### src/rtl/demux_slot_sequencer.sv
// Serialises a 4-bit word onto F while stepping the demux select {b,a} through channels 0..3.
// Optional build macro SEQ_BLANK_EN forces F low for the first cycle of every slot.
module demux_slot_sequencer #(
  parameter int HOLD_CYCLES = 10,
  parameter int CNT_W       = 16
) (
  input  logic       clk,
  input  logic       rst_n,
  input  logic       in_valid,
  input  logic [3:0] data_in,
  output logic       in_ready,
  output logic       b,
  output logic       a,
  output logic       F,
  output logic       busy,
  output logic       done
);

  typedef enum logic [1:0] {IDLE, SHIFT, DONE} state_t;

  // A hold of 0 would never advance the slot, so it is promoted to 1.
  localparam int              HOLD_EFF = (HOLD_CYCLES < 1) ? 1 : HOLD_CYCLES;
  localparam logic [CNT_W-1:0] CNT_LAST = CNT_W'(HOLD_EFF - 1);

  state_t           state, state_nxt;
  logic [1:0]       slot, slot_nxt;
  logic [CNT_W-1:0] cnt, cnt_nxt;
  logic [3:0]       word, word_nxt;
  logic             b_nxt, a_nxt, f_nxt, busy_nxt, done_nxt;

  assign in_ready = (state == IDLE);

  // NOTE: every signal gets a default before the case so no path leaves it unassigned (no latches).
  always_comb begin
    state_nxt = state;
    slot_nxt  = slot;
    cnt_nxt   = cnt;
    word_nxt  = word;
    b_nxt     = 1'b0;
    a_nxt     = 1'b0;
    f_nxt     = 1'b0;
    busy_nxt  = 1'b0;
    done_nxt  = 1'b0;

    case (state)
      IDLE: begin
        if (in_valid) begin
          word_nxt  = data_in;
          slot_nxt  = 2'd0;
          cnt_nxt   = '0;
          state_nxt = SHIFT;
        end
      end

      SHIFT: begin
        busy_nxt       = 1'b1;
        {b_nxt, a_nxt} = slot;
        f_nxt          = word[slot];
`ifdef SEQ_BLANK_EN
        if (HOLD_EFF >= 2 && cnt == '0) f_nxt = 1'b0;
`endif
        // Slot wrap and exit to DONE share one edge, so no fifth select code is ever registered.
        if (cnt == CNT_LAST) begin
          cnt_nxt  = '0;
          slot_nxt = slot + 2'd1;
          if (slot == 2'd3) state_nxt = DONE;
        end else begin
          cnt_nxt = cnt + 1'b1;
        end
      end

      DONE: begin
        busy_nxt  = 1'b1;
        done_nxt  = 1'b1;
        state_nxt = IDLE;
      end

      default: state_nxt = IDLE;
    endcase
  end

  // Outputs are registered from the decoded state, so the demux sees glitch-free select and data.
  // NOTE: sequential state uses non-blocking assignments so all registers update from pre-edge values.
  always_ff @(posedge clk or negedge rst_n) begin
    if (!rst_n) begin
      state <= IDLE;
      slot  <= 2'd0;
      cnt   <= '0;
      word  <= 4'd0;
      b     <= 1'b0;
      a     <= 1'b0;
      F     <= 1'b0;
      busy  <= 1'b0;
      done  <= 1'b0;
    end else begin
      state <= state_nxt;
      slot  <= slot_nxt;
      cnt   <= cnt_nxt;
      word  <= word_nxt;
      b     <= b_nxt;
      a     <= a_nxt;
      F     <= f_nxt;
      busy  <= busy_nxt;
      done  <= done_nxt;
    end
  end

endmodule

### config.mk
export PLATFORM = sky130hd
export DESIGN_NAME = demux_slot_sequencer
export DESIGN_NICKNAME = d
export VERILOG_FILES = /design/src/rtl/demux_slot_sequencer.sv
export SDC_FILE = /design/constraint.sdc
export NUM_CORES = 1
export LEC_CHECK = 0
export ABC_AREA = 1
export BUFFER_PORTS_ARGS = -buffer_cell sky130_fd_sc_hd__buf_2
export CAP_MARGIN = 20
export CORE_MARGIN = 8
export CORE_UTILIZATION = 55
export CTS_CLUSTER_DIAMETER = 50
export CTS_CLUSTER_SIZE = 40
export DETAILED_ROUTE_END_ITERATION = 10
export PLACE_DENSITY = 0.74
export SYNTH_ARGS = -nofsm -noshare
export SYNTH_HDL_FRONTEND = slang
export SYNTH_SLANG_ARGS = --single-unit
### constraint.sdc
create_clock -name clk -period 2.1 [get_ports clk]
set_input_delay 0 -clock clk [delete_from_list [all_inputs] [get_ports clk]]
set_output_delay 0 -clock clk [all_outputs]
set_load 0.02 [all_outputs]
==> metrics.log <==
[metrics] run status: completed
[metrics] min setup slack post-route: 0.531 ns
[metrics] post-synthesis compound-gate area fraction: 4.64%
[metrics] violation count after the first detailed-route iteration: 153
[metrics] Final Routed Wirelength: 3.70 mm
[metrics] Seq cells post-synth: 29
[metrics] Clock Sink Count: 29
[metrics] Remaining DRCs: 0
[metrics] final clock period utilization by the worst path: 74.7%
[metrics] number of diodes: 0
[metrics] ratio of total power to cell area: ~1100 nW/um^2
[metrics] leakage: 0.949 nW
[metrics] startpoint type of the worst setup path: flip-flop
[metrics] number of cells upsized or downsized after cts: 0
[metrics] clock slew at reported path FFs: 0.10 ns
[metrics] Setup violations, final: 0
[metrics] placeable core region: 2980 sq um
[metrics] main combinational cell family by area after synthesis: simple AND/OR/NAND/NOR gates
[metrics] EDFF count, synth: 0
[metrics] detailed-placement wirelength estimate: 2.62 mm
[metrics] initial core utilization: 56.1%
[metrics] global-route wire length before repair: between 6 and 7 mm
[metrics] Flop pwr share: 37.6%
[metrics] clock tree from TritonCTS: built
[metrics] top-level I/O count: 13
[metrics] max-cap violations: 0
[metrics] mux share of post-synthesis cell area: 2.69%
[metrics] simple logic cell fraction of the synthesized area: 36.2%
[metrics] Port-buffer cells: 12
[metrics] largest net degree at the start of global routing: 30
[metrics] Final Core Density: a little under two thirds
[metrics] number of nets in the layout: 242
[metrics] Post-Synthesis Cells: about 210
[metrics] endpoints failing hold: 0
[metrics] dpl ws: 0.543 ns
[metrics] standard-cell row count: 20
[metrics] top flip-flop cell by instance count after synthesis: sky130_fd_sc_hd__dfrtp_1
[metrics] overall track demand over capacity in global routing: 17.0%
[metrics] average footprint of a synthesized cell: 8.15 sq um
[metrics] buffer type at the clock tree root: sky130_fd_sc_hd__clkbuf_4
[metrics] Synth Area in Adders: between 5 and 6%
[metrics] fraction of registers with async set or reset after synthesis: 100%
[metrics] setup_tns: 0 ns
[metrics] synthesis warning total: 0
[metrics] antenna violations before repair: 0
[metrics] routed wirelength normalized by instance count: 14.1 microns
[metrics] number of levels the H-tree was split into: 2
[metrics] clock share of power: about a quarter
[metrics] residual antenna-violating net count after detailed routing: 0
[metrics] CP endpoint kind: flip-flop
[metrics] Via Count: 1400
[metrics] die boundary width: 71.1 microns
[metrics] RSZ-0062 raised after global routing: false
[metrics] number of distinct library cells after synthesis: 26
[metrics] post-synthesis instance area: around 1700 sq um
[metrics] Die Footprint: 5060 sq um
[metrics] worst setup path category: reg -> reg
[metrics] net switching power figure: between 700 and 800 uW
[metrics] Worst Max-Slew Pin Slew: 0.638 ns
[metrics] total congestion overflow after global routing: 0
[metrics] buffers from clock root to sink, at most: 2
[metrics] Yosys top cell area share: roughly 43%
[metrics] die outline height: 71.1 microns
[metrics] cells taking the most area after synthesis: sky130_fd_sc_hd__dfrtp_1 (43%), sky130_fd_sc_hd__nand2_1 (11%), sky130_fd_sc_hd__nor2_1 (6.3%), sky130_fd_sc_hd__ha_1 (5.2%), sky130_fd_sc_hd__inv_1 (5.2%)
[metrics] xor and xnor fraction of the mapped netlist area: 1.05%
[metrics] Clk Latency, worst-skew pair: about 0.33 ns
[metrics] dominant cell type by area after synthesis: sky130_fd_sc_hd__dfrtp_1
[metrics] critical path data required time: 2.36 ns
[metrics] share of post-route cells with drive strength above 1: 18.3%
[metrics] worst-path fanout max: 19
[metrics] final clock skew: between 0.01 and 0.015 ns
[metrics] total nets after synthesis: 219
[metrics] Internal: ~1.2 mW
[metrics] power share of the combinational group: 38.5%
[metrics] TritonCTS buffer count: 5
[metrics] vias in the first global route: around 1400
[metrics] worst hold path class: in -> reg
[metrics] CP arrival: around 1.8 ns
[metrics] minimum hold slack: 0.157 ns
[metrics] register-to-register setup slack: 0.53 ns
[metrics] drt pass-1 iters: 4
[metrics] Max rail drop VDD: ~0.69 mV
[metrics] global placement routability congestion: 0.882
[metrics] layout-stage area growth over the synthesis result: 13.7%
[metrics] fmax: 0.637 GHz
[metrics] ranking of synthesized cells by instance count: sky130_fd_sc_hd__nand2_1 (51), sky130_fd_sc_hd__dfrtp_1 (29), sky130_fd_sc_hd__nor2_1 (28)
[metrics] clock period minus final worst setup slack: around 1.6 ns
[metrics] post-DR vias/cell: around 5.3
[metrics] number of pins with negative max-slew slack in the final report: 0
[metrics] share of the yosys chip area belonging to registers: 43.4%
[metrics] worst-case headroom to the max-slew limit: between 50% and 60%
[metrics] count leader, synth: sky130_fd_sc_hd__nand2_1
[metrics] Switching Share: 39.1%
==> worst max-delay path: stages, from the launching register on <==
cell and delay, ns:
sky130_fd_sc_hd__dfrtp_1 0.41, sky130_fd_sc_hd__inv_1 0.11, sky130_fd_sc_hd__ha_1 0.21, sky130_fd_sc_hd__nand2_2 0.15, sky130_fd_sc_hd__nand2_8 0.18, sky130_fd_sc_hd__nand2_1 0.12
sky130_fd_sc_hd__o21ai_0 0.16, sky130_fd_sc_hd__nand2_1 0.07, sky130_fd_sc_hd__nor2_1 0.09
==> cell families after synthesis <==
logic type	count (synthesis)
compound gates	14
xor+xnor	2
flops	29
mux	4
buf+inv	27
fa+ha+maj	7
simple gates	122
==> per-layer routing <==
layer  GRT usage (%)  routed length, microns  vias up
li1                -                       -      697
met1            20.0                    1670      667
met2            27.2                    1820       30
met3            5.79                     148        6
met4            7.85                      58        0
met5               0                       0        -
==> area by class of cell <==
class	instances	area, sq um
fillers	256	1080
multi-input cells	149	832
flip-flops and latches	29	726
repair buffers	18	118
inverters	25	98.8
clock buffers	7	55.1
well taps	33	41.3
clock inverters	1	30.0
==> metrics by stage <==
step           power [mW]  std cells  area (sq um)
3_3_place_gp         1.50        249          1770
3_5_place_dp         1.53        249          1770
4_1_cts              2.02        262          1900
6_report             2.01        262          1900
2_1_floorplan        1.35        205          1670
5_1_grt              2.16        262          1900
==> cell usage in the layout (no fill, tap or decap), drive strengths merged <==
master       Yosys  routed
dfrtp           29      29
buf              2      13
nand3           15      15
inv             25      25
nor2            35      35
o21bai           1       1
xor2             2       2
clkbuf           0       7
mux2             4       4
o21a             1       1
o21ai            7       7
nand3b           2       2
or2              2       2
nand4            6       6
o22ai            2       2
nor3             3       3
a21oi            3       3
nand2           59      59
bufinv           0       1
ha               7       7
dlygate4sd3      0       5
==> power by group through the flow <==
stage / Clock (mW) / Sequential [mW] / Combinational, mW
finish: 0.481 / 0.758 / 0.774
global route: 0.519 / 0.775 / 0.863
CTS: 0.488 / 0.756 / 0.779
detailed placement: 0 / 0.765 / 0.763
global placement: 0 / 0.756 / 0.744
floorplan: 0 / 0.785 / 0.563
==> path summary, 6_finish.rpt <==
check                                      from                  end  depth (start not counted)
max                        state[0]$_DFFE_PN0P_   cnt[5]$_DFFE_PN0P_                          8
min reg2reg                 word[3]$_DFFE_PN0P_  word[3]$_DFFE_PN0P_                          1
max reg2reg                state[0]$_DFFE_PN0P_   cnt[5]$_DFFE_PN0P_                          8
max in group asynchronous                 rst_n   cnt[9]$_DFFE_PN0P_                          2
min in group asynchronous                 rst_n  cnt[13]$_DFFE_PN0P_                          2
min                                    in_valid  word[1]$_DFFE_PN0P_                          3
==> state kept, by name (all words and copies together), names as in the netlist <==
register and flops:
F 1, a 1, b 1, busy 1
cnt 16, done 1, slot 2, state 2
word 4
==> timing repair <==
item,CTS,global route
hold buffers,5,0
endpoints found under the hold margin,33,0
endpoints found under the setup margin,0,0
setup buffers,0,0
(Power assumes the default switching activity.)
